## src/rtl/fb_pixel_writer.sv

```systemverilog
// Pixel write stream to framebuffer memory port: bounds check, linear addressing, FIFO buffering.
// Optional 16bpp RGB565 packing when FB_PIXEL_WRITER_RGB565_EN is defined.
module fb_pixel_writer #(
   parameter int unsigned FB_WIDTH   = 640,
   parameter int unsigned FB_HEIGHT  = 480,
   parameter int unsigned FIFO_DEPTH = 8
) (
   input  logic        clk,
   input  logic        rst_n,
   input  logic [31:0] fb_base,
   input  logic        pixel_valid,
   input  logic [31:0] pixel_x,
   input  logic [31:0] pixel_y,
   input  logic [31:0] pixel_color,
   output logic        pixel_ready,
   output logic        mem_wr_valid,
   input  logic        mem_wr_ready,
   output logic [31:0] mem_wr_addr,
   output logic [31:0] mem_wr_data,
   output logic        idle,
   output logic [15:0] clip_count,
   output logic        overflow
);

   localparam int unsigned PtrW = (FIFO_DEPTH > 1) ? $clog2(FIFO_DEPTH) : 1;
   localparam int unsigned CntW = PtrW + 1;

   logic [31:0]     addr_mem [FIFO_DEPTH];
   logic [31:0]     data_mem [FIFO_DEPTH];
   logic [PtrW-1:0] wr_ptr_q, rd_ptr_q;
   logic [CntW-1:0] count_q;
   logic [15:0]     clip_q;
   logic            overflow_q;

   logic            fifo_full, fifo_empty;
   logic            in_bounds, accept, push, pop;
   logic [31:0]     lin_idx, push_addr, push_data;

   assign fifo_full  = (count_q == CntW'(FIFO_DEPTH));
   assign fifo_empty = (count_q == '0);

   assign in_bounds = (pixel_x < 32'(FB_WIDTH)) && (pixel_y < 32'(FB_HEIGHT));
   assign lin_idx   = pixel_y * 32'(FB_WIDTH) + pixel_x;

`ifdef FB_PIXEL_WRITER_RGB565_EN
   logic unused_color;
   assign unused_color = ^{pixel_color[31:24], pixel_color[18:16], pixel_color[9:8],
                           pixel_color[2:0]};
   assign push_addr = fb_base + (lin_idx << 1);
   assign push_data = {16'h0000, pixel_color[23:19], pixel_color[15:10], pixel_color[7:3]};
`else
   assign push_addr = fb_base + (lin_idx << 2);
   assign push_data = pixel_color;
`endif

   // A pop in the same cycle does not free a slot for a push when full.
   assign accept = pixel_valid && !fifo_full;
   assign push   = accept && in_bounds;
   assign pop    = !fifo_empty && mem_wr_ready;

   // Storage is not reset; pointers alone define validity.
   always_ff @(posedge clk) begin
      if (push) begin
         addr_mem[wr_ptr_q] <= push_addr;
         data_mem[wr_ptr_q] <= push_data;
      end
   end

   always_ff @(posedge clk) begin
      if (!rst_n) begin
         wr_ptr_q   <= '0;
         rd_ptr_q   <= '0;
         count_q    <= '0;
         clip_q     <= '0;
         overflow_q <= 1'b0;
      end else begin
         if (push) wr_ptr_q <= wr_ptr_q + 1'b1;
         if (pop)  rd_ptr_q <= rd_ptr_q + 1'b1;
         if (push && !pop) begin
            count_q <= count_q + 1'b1;
         end else if (!push && pop) begin
            count_q <= count_q - 1'b1;
         end
         if (accept && !in_bounds && (clip_q != 16'hFFFF)) clip_q <= clip_q + 16'd1;
         if (pixel_valid && fifo_full) overflow_q <= 1'b1;
      end
   end

   assign pixel_ready  = !fifo_full;
   assign idle         = fifo_empty;
   assign mem_wr_valid = !fifo_empty;
   // Head is masked when empty so the port reads zero out of reset.
   assign mem_wr_addr  = fifo_empty ? 32'h0 : addr_mem[rd_ptr_q];
   assign mem_wr_data  = fifo_empty ? 32'h0 : data_mem[rd_ptr_q];
   assign clip_count   = clip_q;
   assign overflow     = overflow_q;

endmodule

```

## config.mk

```make
export PLATFORM = sky130hd
export DESIGN_NAME = fb_pixel_writer
export DESIGN_NICKNAME = d
export VERILOG_FILES = /design/src/rtl/fb_pixel_writer.sv
export SDC_FILE = /design/constraint.sdc
export NUM_CORES = 1
export LEC_CHECK = 0
export ABC_AREA = 1
export BUFFER_PORTS_ARGS = -buffer_cell sky130_fd_sc_hd__buf_2
export CAP_MARGIN = 20
export CELL_PAD_IN_SITES_DETAIL_PLACEMENT = 0
export CELL_PAD_IN_SITES_GLOBAL_PLACEMENT = 2
export CORE_MARGIN = 2
export CORE_UTILIZATION = 43
export DETAILED_ROUTE_END_ITERATION = 10
export GPL_TIMING_DRIVEN = 0
export PLACE_DENSITY = 0.93
export SLEW_MARGIN = 20
export SYNTH_ARGS = -nofsm -noshare
export SYNTH_HDL_FRONTEND = slang
export SYNTH_SLANG_ARGS = --single-unit
export TNS_END_PERCENT = 20
```

## constraint.sdc

```tcl
create_clock -name clk -period 14.3 [get_ports clk]
set_clock_uncertainty 0.05 [all_clocks]
set_input_delay 2.145 -clock clk [delete_from_list [all_inputs] [get_ports clk]]
set_output_delay 2.145 -clock clk [all_outputs]
set_load 0.02 [all_outputs]
```

# Yosys cells after proc, flatten, opt, wreduce, memory -nomap -nowiden

Memory sizes are Yosys's and may differ from the RTL's. A register that Yosys moved wholly into a read port is not among the register bits.
Index checks and enable logic that the tools add are counted.

Bits in registers: 27
Bits in writable memories: 512
Bits of input ports: 132
Output and inout port bits: 84
Word-level logic and storage cells: 45
Memories kept: 2

Memories:

| memory   | depth | bits a word | read ports | clocked after Yosys merged registers in | wr ports | line | RTL |
|---|---|---|---|---|---|---|---|
| addr_mem | 8     | 32          | 1          | 1                                       | 1        | 28   | `logic [31:0] addr_mem [FIFO_DEPTH];` |
| data_mem | 8     | 32          | 1          | 1                                       | 1        | 29   | `logic [31:0] data_mem [FIFO_DEPTH];` |

Add/subtract/negate cells: 7
Multipliers: 1
$lt $le $gt $ge: 2
Equal/unequal tests: 2
Muxes and demuxes: 10
Reduce and logical (&&, ||, !) cells: 16

Operators with widths:

| kind                  | count |
|---|---|
| $mux 32               | 2 |
| $add 32x32->32        | 1 |
| $lt 32x10->1 const B  | 1 |
| $lt 32x9->1 const B   | 1 |
| $mul 32x3->23 const B | 1 |
| $add 30x30->30        | 1 |
| $add 16x1->16 const B | 1 |
| $ne 16x16->1 const B  | 1 |
| $mux 3                | 4 |
| $logic_and 1x1->1     | 9 |
| $mux 4                | 2 |
| $add 3x1->3 const B   | 2 |
| $logic_not 1->1       | 5 |
| $add 4x1->4 const B   | 1 |
| $eq 4x4->1 const B    | 1 |
| $logic_not 4->1       | 1 |
| $sub 4x1->4 const B   | 1 |
| $mux 1                | 2 |
| $reduce_bool 2->1     | 1 |

# Longest topological paths before layout

Gate-level depths: netlist (run 1).

Depth in word-level cells: 8
Gate-level depth with buffers: 31
Gate-level depth less buffers: 31

# Worst setup path after synthesis (run 1)

Ideal clock, no wire load.

Path kind: input-to-reg
Start: in pixel_y[1]
End: mem addr_mem[0][31] (data pin)
Setup time: 283 ps
Arrival: 5936 ps
Data required time: 13967 ps
Setup slack: 8031 ps
Stages on the path: 25
Path buffers: 0
Cells stage by stage: ha_1 -> ha_1 -> fa_1 -> a21oi_1 -> o21ai_0 -> xor2_1 -> ha_1 -> nand2_1 -> nor2_1 -> nand4_1 -> o21ai_0 -> a21oi_1 -> xnor2_1 -> ha_1 -> nand2_1 -> nor2_1 -> inv_1 -> nor2_1 -> inv_1 -> nor2_1 -> nor2_1 -> nand2_1 -> inv_1 -> nand2_1 -> nand2_1

Word-level cells in the longest chain between the ends: 3

RTL lines:

| what                    | line | RTL |
|---|---|---|
| from (decl)             | 13   | `input logic [31:0] pixel_y,` |
| $mul 32x3->23           | 43   | `assign lin_idx = pixel_y * 32'(FB_WIDTH) + pixel_x;` |
| $add 30x30->30          | 43   |  |
| $add 32x32->32          | 52   | `assign push_addr = fb_base + (lin_idx << 2);` |
| named net push_addr[31] | 37   | `logic [31:0] lin_idx, push_addr, push_data;` |
| to (decl)               | 28   |  |

The timed path passes the listed nets, and every way through them passes these cells.

# Worst setup path in the final report (run 1)

Start: in pixel_y[1]
End: mem addr_mem[2][24] (data pin)

The elaborated chain is that of the path after synthesis.

==> impl.org, run 1 <==
** Synth
- Cell Area, Synth :: 25810 um^2
- Among all flip-flop cells after synthesis, the most frequent one is edfxtp_1.
- Dominant combinational cell family by area after synthesis :: simple AND/OR/NAND/NOR gates
- Share of synthesized area spent on multiplexers :: 0%
- Post-synthesis share of cell area spent on full adders, half adders and majority gates :: 5.012%
- Number of distinct library cells after synthesis :: 41
- Register bit total from synthesis :: 542
- Counting every net in the synthesized netlist gives 2663.
- For this run, the number of Yosys warnings is 0.
- Async SR Flop Fraction :: 0%
- Fraction of the yosys area taken by sequential cells :: 61.89%
- Compound-Gate Fraction of Synth Area :: 13.35%
- Yosys mapped a number of flops with a built-in enable equal to 512.
- Post-Synthesis Cells :: 2430
- Area share of the leading cell type in the synthesized netlist :: 59.56%
- Largest cells by area after synthesis :: edfxtp_1, nor2_1, o21ai_0
- Each instance of the synthesized netlist takes up on average 10.62 um^2.
- Yosys top cell by area :: edfxtp_1
- The synthesized netlist devotes 13.67% of its cell area to simple gates.
- XOR/XNOR Fraction of Synth Area :: 2.545%

** Critical path
- Counting both buffers and inverters, the worst setup path holds a total of 2.
- Slowest cell on the critical path :: xor2_1
- Crit path largest cell delay :: 0.69 ns
- For the worst setup path, the data arrival time is 7.36 ns.
- The cell family contributing the most delay on the critical path is adder cells.
- Startpoint of the worst-slack reg-to-reg timing path :: count_q[0]$_SDFFE_PN0P_
- Startpoint-to-endpoint class of the critical path :: in -> reg
- Walking the worst path, the cells encountered are buf_2 -> ha_1 -> ha_1 -> fa_1 -> a21oi_1 -> o21ai_0 -> xor2_1 -> ha_1 -> nand2_1 -> nor2_1 -> nand4_1 -> o21ai_0 -> xor2_1 -> ha_1 -> nand2_1 -> nor2_1 -> inv_1 -> nor2_1 -> nand3_1 -> o211ai_1 -> xor2_1.
- By instance count, the cell type seen most on the critical path is ha_1.
- Top fanout value on the critical path :: 8
- In this run the worst setup path begins at pixel_y[1].
- The worst setup path is captured at a flop.
- At the worst endpoint, the required time is 14.54 ns.
- The worst setup path is launched from a primary input.

** Final layout
- Commonest non-fill, non-tap cells in the layout :: edfxtp_1, nor2_1, o21ai_0
- Fillcell total :: 5239
- Filler-free cell count of the finished design :: 3556
- In the final layout, the share of cells above drive strength 1 is 14.02%.
- Most common library cell in the layout ignoring fill and taps :: edfxtp_1
- Cells fill 51.04% of the core in the end.
- Relative to the synthesized area, the layout overhead comes to 16.91%.
- Design Area, Final :: 30180 um^2
- The final layout contains 2976 nets.

** Die
- The floorplan step set the die height to 249.0 um.
- 216 I/O pins were placed.
- Placeable core region :: 59130 um^2
- The floorplan has 89 rows.
- Horiz. Die Dim :: 249.0 um
- Die Area :: 62010 um^2
- Starting Density :: 43.66%

** Pwr
- Switching portion of total power :: 41.68%
- Clk network pwr share :: 22.4%
- Share of total power in combinational logic :: 43.8%
- Net switching power of the design :: 2468 uW
- Worst ir drop on vdd :: 101.4 uV
- Internal cell power :: 3453 uW
- Power per cell area :: 196.2 nW/um^2
- Of the total power, registers draw 33.7%.
- In this run the static leakage power is 0.01119 uW.
- Summing internal, switching and leakage power gives 5921 uW.

** GRT
- Number of antenna violations at the first check in global routing :: 10
- Global routing used 22.62% of the available tracks.
- The via count of the first global-routing pass was 19334.
- Entering global routing, the biggest net connects 17 pins.
- First-pass GRT wire length :: 109100 um
- The total overflow left after global routing is 0.

** Clocking
- Deepest clock path buffer count :: 3
- The H-tree generated during clock tree synthesis spans 2 levels.
- Postcts setup bufs :: 0
- After clock tree synthesis, the clock-pin slew on the worst setup and hold paths is 0.06 ns.
- Total of cells resized after clock tree synthesis :: 0
- Clk_lat worst skew :: 0.61 ns
- Hold repair after CTS inserted 0 buffers.
- # clock sinks :: 542
- Number of buffers added by the clock tree synthesis step :: 55
- CTS tree :: built
- Root buffer cell :: clkbuf_16

** Min path
- Min-Delay Path Class :: reg -> reg
- Critical hold path startpoint :: overflow$_SDFFE_PN0P_

** Routing
- The routed layout has 19509 vias.
- Dividing the detail-routed wire length by the instance count gives 20.17 um.
- Wires add up to 71720 um.
- Initial DRC count :: 1451
- DRC Markers :: 0
- Drt first pass iters :: 6
- Number of antenna-violating nets in the routed design :: 0
- Via density per instance :: 5.486

** Placed design
- Once placement completed, the tool counted placed cells totaling 3459.
- Area post-placement :: 28530 um^2
- Global placement routability congestion :: 0.8972
- Detailed placement finished with a half-perimeter wire length of 52780 um.
- Number of I/O port buffers :: 215

** STA
- RSZ-0062 raised after global routing :: no
- For the pin with the worst max-slew slack, the measured transition is 0.8346 ns.
- In the final timing run, aggregate negative setup slack is 0 ns.
- Highest clock rate :: 140.6 MHz
- The count of pins over their slew limit was 0.
- The clock period could shrink to 7.113 ns.
- Period Utilization, post-route :: 49.74%
- Setup violations remaining at the end of the flow were counted as 0.
- Worst slew margin relative to its limit :: 44.36%
- Number of hold-slack violations in the final timing report :: 0

** Flow run
- Max-capacitance violation count :: 0

** Outcome
- The flow ran to the end, and the final reports show no timing, DRC or antenna violations.
[kinds of logic after synthesis]
group / count (synthesis)
AOI/OAI and AO/OA: 630
adders and majority gates: 101
and+or+nand+nor: 852
xor gates and xnor gates: 75
buffers and inverters: 230
DFF: 542
[worst reg2reg max path: cells and delay by family, from the launching register on]
family / cells / cell delay (ns)
AO/OA/AOI/OAI: 3 / 0.37
adder cells (fa/ha/maj): 2 / 0.52
buffers and inverters: 1 / 0.10
flip-flops: 1 / 0.35
AND/OR/NAND/NOR: 8 / 1.28
[through the flow]
step           setup slack [ns]  hold WS (ns)
5_1_grt                   6.866        0.4570
4_1_cts                   7.270        0.4189
3_5_place_dp              6.659        0.4072
2_1_floorplan             8.031        0.3834
3_3_place_gp              4.866        0.3961
6_report                  7.187        0.4066
[per-layer routing]
layer	global-route usage [%]	vias up	part of all wire, %	wire (um)
li1	-	9319	-	-
met4	6.902	16	2.7	1936
met5	0	-	0.14	99
met2	40.65	687	51	36460
met3	3.417	142	6.3	4529
met1	28.11	9345	40	28690
[flip-flops by register name, indices dropped and copies added, names as in the netlist, named ones only]
signal / cells
wr_ptr_q: 3
overflow: 1
clip_count: 16
data_mem: 256
addr_mem: 256
rd_ptr_q: 3
count_q: 4
[power groups by stage]
stage               clock (uW)  sequential (uW)  combinational (uW)
detailed placement           0             2030                2590
finish                    1330             2000                2590
CTS                       1340             2000                2600
global route              1400             2000                2850
floorplan                    0             2020                1630
global placement             0             2030                2540
[cells in the mapped netlist (4+ instances only)]
cell / n
edfxtp_1: 512
nor2_1: 478
o21ai_0: 354
nand2_1: 229
inv_1: 115
ha_1: 97
a21oi_1: 92
clkbuf_1: 80
nand3_1: 69
a31oi_1: 65
o22ai_1: 64
xor2_1: 52
dfxtp_1: 30
buf_2: 26
xnor2_1: 23
nand4_1: 21
a21oi_2: 11
nor4_1: 11
o21bai_1: 11
nor3_1: 10
nor3_2: 10
a21o_1: 8
o21ai_1: 8
nand2_2: 6
buf_1: 5
o211ai_1: 5
a21boi_0: 4
fa_1: 4
nand3b_1: 4
o21a_1: 4
[path summary, 6_finish.rpt]
kind / to / slack [ns] / cells after the start
max: addr_mem[2][24]$_DFFE_PP_ / 7.19 / 21
min: overflow$_SDFFE_PN0P_ / 0.41 / 2
max reg2reg: count_q[3]$_SDFFE_PN0P_ / 11.52 / 14
min reg2reg: overflow$_SDFFE_PN0P_ / 0.41 / 2
[cell type report]
cell class | instances | area [um^2] | share of cell area, %
repair buffers | 256 | 1698 | 5.626
clock inverters | 27 | 211.5 | 0.7007
plain buffers | 112 | 469.2 | 1.555
well taps | 773 | 967.2 | 3.205
multi-input cells | 1658 | 8982 | 29.76
diodes | 1 | 2.502 | 0.008292
clock buffers | 69 | 1429 | 4.735
flip-flops and latches | 542 | 15980 | 52.94
inverters | 118 | 442.9 | 1.468
(Power assumes the default switching activity.)
==> inputs of run 2 (changes only) <==
CORE_UTILIZATION = 36   (was 43)
PLACE_DENSITY = 0.84   (was 0.93)
clock period = 6.1 ns   (was 14.3 ns; I/O delays follow)
==> impl.org, run 2 (same netlist as run 1, synthesis figures left out) <==
** Routing
- The detailed route wirelength on metal3 was 3729 um (was 4529 um).
- Number of antenna-violating nets in the routed design :: 0 (unchanged)
- DRC Markers :: 0 (unchanged)
- Top routing layer in use :: met5 (unchanged)
- Via density per instance :: 5.160 (was 5.486)
- The initial DRC count came to 1252 (was 1451).
- The total routed wire length on the met1 layer is 30690 um (was 28690 um).
- The final routed wirelength across all metal layers was 73020 um (was 71720 um).
- Via total after detailed routing :: 19274 (was 19509)
- Met2 wire length :: 36570 um (was 36460 um)
- The post-detailed-route wirelength per cell came to 19.55 um (was 20.17 um).
- Drt first pass iters :: 5 (was 6)

** Critical path
- The biggest fanout along the worst timing path came to 8 (unchanged).
- Critical path cell sequence :: buf_2 -> ha_1 -> ha_1 -> fa_1 -> a21oi_2 -> o21ai_0 -> xor2_1 -> ha_1 -> nand2_1 -> nor2_1 -> nand4_1 -> o21bai_1 -> xor2_1 -> ha_1 -> a21o_1 -> a21oi_1 -> a21boi_0 -> nand3_1 -> xor2_1 (was buf_2 -> ha_1 -> ha_1 -> fa_1 -> a21oi_1 -> o21ai_0 -> xor2_1 -> ha_1 -> nand2_1 -> nor2_1 -> nand4_1 -> o21ai_0 -> xor2_1 -> ha_1 -> nand2_1 -> nor2_1 -> inv_1 -> nor2_1 -> nand3_1 -> o211ai_1 -> xor2_1)
- The data arrival at the endpoint of the critical path came to 5.85 ns (was 7.36 ns).
- The element type at the critical path start is a primary input (unchanged).
- The cell occurring most often along the worst timing path is ha_1 (unchanged).
- Category of the worst setup path capture point :: flop (unchanged)
- Crit path required time :: 6.35 ns (was 14.54 ns)
- Buffers & Inverters on Critical Path :: 1 (was 2)
- Family with the most delay on the worst path :: adder cells (unchanged)
- Startpoint of the worst-slack reg-to-reg timing path :: count_q[0]$_SDFFE_PN0P_ (unchanged)
- The delay of the slowest critical-path stage was 0.56 ns (was 0.69 ns).
- Crit path from :: pixel_y[1] (unchanged)
- The cell with the biggest individual delay on the critical path is xor2_1 (unchanged).
- Startpoint-to-endpoint class of the critical path :: in -> reg (unchanged)

** Die
- The die area is 73860 um^2 (was 62010 um^2).
- I/O pin total :: 216 (unchanged)
- The area of the placeable core came to 71240 um^2 (was 59130 um^2).
- The die outline width is 271.8 um (was 249.0 um).
- The cell row count was 98 (was 89).
- Starting Density :: 36.23% (was 43.66%)
- The floorplan die height is 271.8 um (was 249.0 um).

** Pwr
- Worst ir drop on vdd :: 220.7 uV (was 101.4 uV)
- Static leakage power :: 0.01124 uW (was 0.01119 uW)
- Power per cell area :: 461.7 nW/um^2 (was 196.2 nW/um^2)

** Placed design
- The number of buffer cells added on primary ports was 215 (unchanged).
- Area post-placement :: 28730 um^2 (was 28530 um^2)
- The final weighted congestion of routability-driven global placement was 0.8638 (was 0.8972).
- Post-detail-place hpwl :: 54280 um (was 52780 um)

** Final layout
- Fillcell total :: 6728 (was 5239)
- The most common cell after layout, fill and taps aside is edfxtp_1 (unchanged).
- Commonest non-fill, non-tap cells in the layout :: edfxtp_1, nor2_1, o21ai_0 (unchanged)
- The summed area of non-filler cells in the final layout came to 30500 um^2 (was 30180 um^2).
- NumNets Final :: 2974 (was 2976)
- The footprint of the multi-input gates came to 9004 um^2 (was 8982 um^2).
- The layout overhead on the synthesized area came to 18.14% (was 16.91%).
- The area taken by flip-flops and latches was 15980 um^2 (unchanged).
- Ratio of cells with drive above 1 in the final layout :: 14.41% (was 14.02%)
- Fin util :: 42.81% (was 51.04%)

** Clocking
- The CTS tree is built (unchanged).
- Root buffer cell :: clkbuf_16 (unchanged)
- The largest buffer count on any clock path came to 3 (unchanged).
- The post-CTS clock slew at the launch and capture registers of the worst setup and hold paths is 0.06 ns (about the same).
- Clk_lat worst skew :: 0.59 ns (was 0.61 ns)
- # clock sinks :: 542 (unchanged)
- Level count of the clock H-tree :: 2 (unchanged)
- The total CTS buffers came to 53 (was 55).
- Post-cts hold buffer count :: 0 (unchanged)

** STA
- RSZ-0062 raised after global routing :: no (unchanged)
- Final Max Tran Viols :: 0 (unchanged)
- The final number of hold-violating endpoints came to 0 (unchanged).
- Worst slew margin relative to its limit :: 31.87% (was 44.36%)
- The number of setup violations in the final report is 0 (unchanged).
- Derived from the worst setup path, the maximum achievable clock frequency is 178.7 MHz.
- The routed design could run at a clock period as short as 5.595 ns.
- Period Utilization, post-route :: 91.72%
- The actual transition at the worst max-transition pin is 1.022 ns (was 0.8346 ns).

** GRT
- The number of antenna violations at the first check in global routing is 8 (was 10).
- The maximum number of pins on one net before global-route repair is 17 (unchanged).
- The aggregate global routing overflow is 0 (unchanged).
- First-pass GRT wire length :: 109900 um (was 109100 um)
- The via count of the first global-routing pass is 19050 (was 19334).
- The total routing resource utilization after global routing came to 19.25% (was 22.62%).

** Min path
- The beginning of the worst hold path is overflow$_SDFFE_PN0P_ (unchanged).
- The worst hold path class is reg -> reg (unchanged).

** Outcome
- Run status :: complete, no violations (unchanged)

** Flow run
- Max-capacitance violation count :: 0 (unchanged)
run 2: cell types whose count changed in the layout (fill, tap and decap cells not counted), sizes merged:
cell,before,now
clkinvlp,2,1
clkinv,19,20
inv,122,120
bufinv,2,5
diode,1,2
run 2: worst reg2reg max path: stages, from the launching register on:
cell and delay, ns:
dfxtp_1 0.42, nor2_1 0.11, nand3_1 0.14, nand2_1 0.19, nor2_4 0.22, nand2_2 0.17, nor3_4 0.67, buf_8 0.25
buf_8 0.19, buf_16 0.17
run 2: where the power goes:
| part | switching [uW] | leakage, uW | internal [uW] |
|---|---|---|---|
| sequential | 38.4 | 0.00483 | 4640 |
| clock | 1370 | 0.000847 | 1890 |
| combinational | 4410 | 0.00557 | 1740 |
| total | 5810 | 0.0112 | 8270 |
run 2: layout make-up:
| class | count | share of cell area, % |
|---|---|---|
| tap | 950 | 3.898 |
| clock inverter | 28 | 0.8862 |
| antenna | 2 | 0.01641 |
| sequential | 542 | 52.38 |
| timing repair buffer | 256 | 5.518 |
| multi-input combinational | 1658 | 29.52 |
| inverter | 118 | 1.452 |
| clock buffer | 69 | 4.784 |
| buffer | 112 | 1.539 |
run 2: timing repair:
item                                    CTS  global route
gates resized for setup                   0             4
endpoints found under the hold margin     0             0
buffers inserted                          0             1
endpoints found under the setup margin    0            24
run 2: worst paths after layout:
kind	slack (ns)	cells past startpoint	endpoint
hold reg to reg	0.41	2	overflow$_SDFFE_PN0P_
hold / removal	0.41	2	overflow$_SDFFE_PN0P_
setup / recovery	0.51	19	addr_mem[7][26]$_DFFE_PP_
setup reg to reg	3.23	9	data_mem[7][31]$_DFFE_PP_
run 2: metrics by stage:
step,TNS (ns),std cells,hold WS [ns],setup slack (ns),total power (uW)
detailed placement,-10.80,3635,0.4057,-0.3847,10890
finish,0,3735,0.4072,0.5052,14080
floorplan,0,2430,0.3834,1.061,8575
global placement,-1064.00,3595,0.4060,-2.187,10790
global route,0,3733,0.4449,0.04048,14910
CTS,0,3732,0.4162,0.2205,14140
run 2: metal layers:
metal | vias to the layer above | GRT usage (%)
li1 | 9326 | -
met1 | 9312 | 24.43
met2 | 511 | 33.97
met3 | 115 | 2.848
met4 | 10 | 5.639
met5 | - | 0
